### src/rtl/audio_pkg.sv
// Shared constants and payload types for the audio gain ramp block.
//   gain_unity_c     : Q2.6 gain value for 1.0x
//   gain_frac_bits_c : fractional bits of the Q2.6 gain
//   stereo_t         : {right, left} sample pair, right in the upper half
package audio_pkg;

    localparam int unsigned gain_unity_c     = 64;
    localparam int unsigned gain_frac_bits_c = 6;
    localparam int unsigned sample_width_c   = 24;

    typedef struct packed {
        logic signed [sample_width_c-1:0] right;
        logic signed [sample_width_c-1:0] left;
    } stereo_t;

endpackage

### src/rtl/gain_sat_lane.sv
// One audio channel of the gain datapath (purely combinational).
// The multiply half feeds the S1 register; the shift/saturate half
// consumes the registered product and feeds S2.
//   sample_i    : signed input sample
//   gain_i      : unsigned Q2.6 gain
//   product_o   : sample_i * gain_i, full precision
//   product_q_i : product registered in S1
//   result_o    : floor(product / 64), clamped to the sample range
//   clip_o      : result_o was clamped
module gain_sat_lane
    import audio_pkg::*;
#(
    parameter int unsigned width_p      = 24,
    parameter int unsigned gain_width_p = 8
) (
    input  logic signed [width_p-1:0]            sample_i,
    input  logic        [gain_width_p-1:0]       gain_i,
    output logic signed [width_p+gain_width_p:0] product_o,
    input  logic signed [width_p+gain_width_p:0] product_q_i,
    output logic        [width_p-1:0]            result_o,
    output logic                                 clip_o
);

    localparam int unsigned prod_w = width_p + gain_width_p + 1;

    logic signed [prod_w-1:0] sample_ext;
    logic signed [prod_w-1:0] gain_ext;
    logic signed [prod_w-1:0] shifted;
    logic                     overflow;

    // Gain is zero-extended so the product stays a signed multiply.
    always_comb begin
        sample_ext = prod_w'(sample_i);
        gain_ext   = prod_w'({1'b0, gain_i});
        product_o  = sample_ext * gain_ext;
    end

    // Arithmetic shift gives floor division; any disagreement among the
    // bits above the sample's sign bit means the value is out of range.
    always_comb begin
        shifted  = product_q_i >>> gain_frac_bits_c;
        overflow = (shifted[prod_w-1:width_p-1] !=
                    {(prod_w-width_p+1){shifted[prod_w-1]}});
        result_o = shifted[width_p-1:0];
        if (overflow) begin
            result_o = shifted[prod_w-1] ? {1'b1, {(width_p-1){1'b0}}}
                                         : {1'b0, {(width_p-1){1'b1}}};
        end
        clip_o = overflow;
    end

endmodule

### src/rtl/audio_gain_ramp.sv
// Stereo gain stage with click-free ramping, placed between the
// fifo_1r1w output and the piso input. Two-stage pipeline: S1 holds the
// per-channel products, S2 the saturated samples and the clip flag.
//   clk_i, reset_i   : clock, asynchronous active-high reset
//   valid_i/ready_o  : input handshake, data_i = {right, left}
//   valid_o/ready_i  : output handshake, data_o = {right, left} scaled
//   up_i/down_i      : pulses moving the target gain by step_p
//   gain_o           : gain currently applied to new beats (Q2.6)
//   clip_o           : the beat on data_o saturated in either channel
module audio_gain_ramp
    import audio_pkg::*;
#(
    parameter int unsigned width_p      = 24,
    parameter int unsigned gain_width_p = 8,
    parameter int unsigned step_p       = 8
) (
    input  logic                      clk_i,
    input  logic                      reset_i,
    input  logic                      valid_i,
    output logic                      ready_o,
    input  logic [2*width_p-1:0]      data_i,
    output logic                      valid_o,
    input  logic                      ready_i,
    output logic [2*width_p-1:0]      data_o,
    input  logic                      up_i,
    input  logic                      down_i,
    output logic [gain_width_p-1:0]   gain_o,
    output logic                      clip_o
);

    localparam int unsigned              prod_w     = width_p + gain_width_p + 1;
    localparam logic [gain_width_p-1:0]  gain_max_c = '1;
    localparam logic [gain_width_p-1:0]  gain_rst_c = gain_width_p'(gain_unity_c);
    localparam logic [gain_width_p:0]    step_c     = (gain_width_p+1)'(step_p);

    logic [gain_width_p-1:0]  gain_q, gain_d;
    logic [gain_width_p-1:0]  target_q, target_d;
    logic [gain_width_p:0]    target_up;
    logic                     s1_valid_q, s2_valid_q;
    logic                     s1_load, s2_load, in_hs;
    logic signed [prod_w-1:0] prod_l, prod_r, prod_l_q, prod_r_q;
    logic [width_p-1:0]       res_l, res_r;
    logic                     clip_l, clip_r;

    gain_sat_lane #(.width_p(width_p), .gain_width_p(gain_width_p)) u_lane_left (
        .sample_i    ($signed(data_i[width_p-1:0])),
        .gain_i      (gain_q),
        .product_o   (prod_l),
        .product_q_i (prod_l_q),
        .result_o    (res_l),
        .clip_o      (clip_l)
    );

    gain_sat_lane #(.width_p(width_p), .gain_width_p(gain_width_p)) u_lane_right (
        .sample_i    ($signed(data_i[2*width_p-1:width_p])),
        .gain_i      (gain_q),
        .product_o   (prod_r),
        .product_q_i (prod_r_q),
        .result_o    (res_r),
        .clip_o      (clip_r)
    );

    // Elastic two-slot pipeline: a stage advances when the one after it can take data.
    always_comb begin
        s2_load = !s2_valid_q || ready_i;
        s1_load = !s1_valid_q || s2_load;
        ready_o = s1_load;
        in_hs   = valid_i && s1_load;
        valid_o = s2_valid_q;
        gain_o  = gain_q;
    end

    // Gain moves one LSB per accepted beat; target saturates at the gain range.
    always_comb begin
        gain_d    = gain_q;
        target_d  = target_q;
        target_up = {1'b0, target_q} + step_c;
        if (in_hs && (gain_q != target_q)) begin
            gain_d = (gain_q < target_q) ? gain_q + 1'b1 : gain_q - 1'b1;
        end
        if (up_i && !down_i) begin
            target_d = (target_up > {1'b0, gain_max_c}) ? gain_max_c
                                                        : target_up[gain_width_p-1:0];
        end else if (down_i && !up_i) begin
            target_d = ({1'b0, target_q} < step_c) ? '0
                                                   : target_q - step_c[gain_width_p-1:0];
        end
    end

    // Pipeline and gain state.
    always_ff @(posedge clk_i or posedge reset_i) begin
        if (reset_i) begin
            gain_q     <= gain_rst_c;
            target_q   <= gain_rst_c;
            s1_valid_q <= 1'b0;
            s2_valid_q <= 1'b0;
            prod_l_q   <= '0;
            prod_r_q   <= '0;
            data_o     <= '0;
            clip_o     <= 1'b0;
        end else begin
            gain_q   <= gain_d;
            target_q <= target_d;
            if (s1_load) begin
                s1_valid_q <= in_hs;
                if (in_hs) begin
                    prod_l_q <= prod_l;
                    prod_r_q <= prod_r;
                end
            end
            if (s2_load) begin
                s2_valid_q <= s1_valid_q;
                clip_o     <= s1_valid_q && (clip_l || clip_r);
                if (s1_valid_q) begin
                    data_o <= {res_r, res_l};
                end
            end
        end
    end

endmodule

### config.mk
export PLATFORM = sky130hd
export DESIGN_NAME = audio_gain_ramp
export DESIGN_NICKNAME = d
export VERILOG_FILES = /design/src/rtl/audio_pkg.sv /design/src/rtl/gain_sat_lane.sv /design/src/rtl/audio_gain_ramp.sv
export SDC_FILE = /design/constraint.sdc
export NUM_CORES = 1
export LEC_CHECK = 0
export ABC_AREA = 1
export CAP_MARGIN = 20
export CORE_MARGIN = 3
export CORE_UTILIZATION = 37
export CTS_CLUSTER_DIAMETER = 120
export CTS_CLUSTER_SIZE = 30
export DETAILED_ROUTE_END_ITERATION = 10
export PLACE_DENSITY = 0.52
export SYNTH_ARGS = -nofsm -noshare
export SYNTH_HDL_FRONTEND = slang
export SYNTH_HIERARCHICAL = 1
export SYNTH_SLANG_ARGS = --single-unit
### constraint.sdc
create_clock -name clk_i -period 9 [get_ports clk_i]
set_input_delay 1.35 -clock clk_i [delete_from_list [all_inputs] [get_ports clk_i]]
set_output_delay 1.35 -clock clk_i [all_outputs]
set_load 0.1 [all_outputs]
==> results.sh <==
export IMPL_numCtsBuffers=17
export IMPL_cts_sinks=119
export IMPL_nFillCells=5844
export IMPL_hp_class="register to register"
export IMPL_clk_latency_ps=420
export IMPL_grt_pass1_vias=18593
export IMPL_hold_viol=0
export IMPL_grt_usage=0.191
export IMPL_min_to="prod_r_q[7]"
export IMPL_clock_path_buffers=2
export IMPL_synthesis_nets=3496
export IMPL_grt_start_max_net_pins=63
export IMPL_worst_slew_pin_slew_ps=994
export IMPL_fin_crit_sh=0.641
export IMPL_reg2regPathDepth=20
export IMPL_viasPerCell=4.54
export IMPL_area_delta_synth_final_pct=10.6
export IMPL_slew_violations=0
export IMPL_drc=0
export IMPL_ctsHtreeMaxLevel=4
export IMPL_post_cts_buffers=0
export IMPL_crit_arrival_ps=6130
export IMPL_r2r_start="gain_o[1]"
export IMPL_place_hpwl_um=44700
export IMPL_die_width_um=245
export IMPL_drt_wirelength_per_cell_um=14.6
export IMPL_first_pass_iters=5
export IMPL_cts_resized=0
export IMPL_cts_tree="built"
export IMPL_wirelength_um=55300
export IMPL_hp_start="prod_r_q[7]"
export IMPL_status="finished, final reports clean"
export IMPL_crit_path_end_kind="register"
export IMPL_avgSynthCellArea_um2=7.09
export IMPL_die_h_um=245
export IMPL_fmax_mhz=173
export IMPL_hold_buffers=0
export IMPL_critPathKind="input port to register"
export IMPL_antenna_found_initial=1
export IMPL_clk_pin_slew_ps=60
export IMPL_setup_violations=0
export IMPL_netlist_instances=2991
export IMPL_r2r_setup_slack_ps=3400
export IMPL_dieArea_um2=60200
export IMPL_cp_start_kind="input port"
export IMPL_ioPinCount=113
export IMPL_maxSlewHeadroom=0.336
export IMPL_register_area_um2=2990
export IMPL_period_minus_slack_ps=5770
export IMPL_initial_core_util=0.375
export IMPL_core_area_um2=56500
export IMPL_cap_violations=0
export IMPL_required_ps=9360
export IMPL_ant_nets=0
export IMPL_drtIter0Drc=673
export IMPL_synth_area_um2=21200
export IMPL_finish_net_count=3529
export IMPL_clockRootBuffer="clkbuf_16"
export IMPL_vias=17242
export IMPL_multi_input_area_um2=14500
export IMPL_io_buffers=112
export IMPL_grt_overflow_total=0
export IMPL_drive_above_1_share=0.0514
export IMPL_rsz0062_at_grt="no"
export IMPL_path_max_fanout=8
export IMPL_r2r_end="prod_l_q[26]"
export IMPL_num_rows=87
export IMPL_fin_skew_ps=9.04
export IMPL_gp_congestion=0.897
export IMPL_final_setup_tns_ps=0
export IMPL_grt_pass1_wl_um=93000
export IMPL_yosysWarnings=6
export IMPL_hold_path_depth=2
[metrics by stage]
step | hold WS [ps] | util | setup WS, ps | cell area (um2) | cells
6_report | 481 | 0.415 | 3230 | 23400 | 3796
5_1_grt | 497 | 0.415 | 2880 | 23400 | 3793
4_1_cts | 483 | 0.415 | 3220 | 23400 | 3792
3_5_place_dp | 467 | 0.405 | 2770 | 22900 | 3760
3_3_place_gp | 468 | 0.404 | 2830 | 22800 | 3759
2_1_floorplan | 448 | - | 3660 | 21200 | 2991
[worst max-delay path, cell delays in order]
cell	delay, ps
clkdlybuf4s50_1	640
nand2_1	200
fa_1	670
fa_1	570
inv_1	50
fa_1	480
inv_1	60
fa_1	530
inv_1	50
ha_1	370
nand2_1	120
nor2_1	300
nand2_1	130
nor2_1	100
nand2_1	130
nand3_1	110
nand2_1	50
nand2_1	50
nand2_1	60
nand2_1	90
[metal layers]
| metal | wire length (um) | vias up | track usage |
|---|---|---|---|
| met5 | 0 | - | 0 |
| met4 | 1210 | 0 | 0.0465 |
| met3 | 1600 | 64 | 0.0209 |
| met2 | 29000 | 272 | 0.365 |
| met1 | 23500 | 8335 | 0.228 |
| li1 | - | 8571 | - |
[registers in the layout, indices dropped and copies added, names as in the netlist]
name and count:
s1_valid_q 1, prod_l_q 27, clip_o 1, prod_r_q 27, valid_o 1, target_q 6
data_o 48, gain_o 8
[layout by cell type, fill, tap and decap left out, types with 3 or more instances in the layout]
cell,instances
a21oi_1,47
mux2_2,42
ha_1,150
nand2_1,1021
clkinvlp_4,3
nand3_2,8
nor2_2,11
clkbuf_16,17
nor3_1,4
nand3_1,76
nand4_1,20
o21ai_0,49
buf_4,10
o21ai_1,4
clkbuf_8,3
xnor2_1,8
inv_2,12
nand2_2,11
xor2_1,29
inv_1,846
nor2_1,79
diode_2,3
clkinv_4,4
dfrtp_2,7
dfrtp_1,110
and2_1,3
fa_1,301
inv_6,3
mux2_1,6
a21o_1,5
nor2_4,5
clkdlybuf4s50_1,112
[area by class of cell]
type,count,area share
Clock buffer,20,0.0199
Antenna cell,3,0.000320
Tap cell,756,0.0403
Timing Repair Buffer,124,0.0524
Inverter,860,0.138
Multi-Input combinational cell,1902,0.618
Clock inverter,12,0.00400
Sequential cell,119,0.128
[how the worst max path moves through the flow]
stage	startpoint	endpoint	slack [ps]
5_1_grt	data_i[23]	prod_l_q[29]	2880
2_1_floorplan	data_i[23]	prod_l_q[31]	3660
4_1_cts	data_i[23]	prod_l_q[29]	3220
3_3_place_gp	data_i[23]	prod_l_q[29]	2830
3_5_place_dp	data_i[23]	prod_l_q[29]	2770
6_report	data_i[23]	prod_l_q[26]	3230
Power is left out: the tool's default activity adds up to more than one toggle a clock period on the data nets, which glitch-free logic cannot reach.
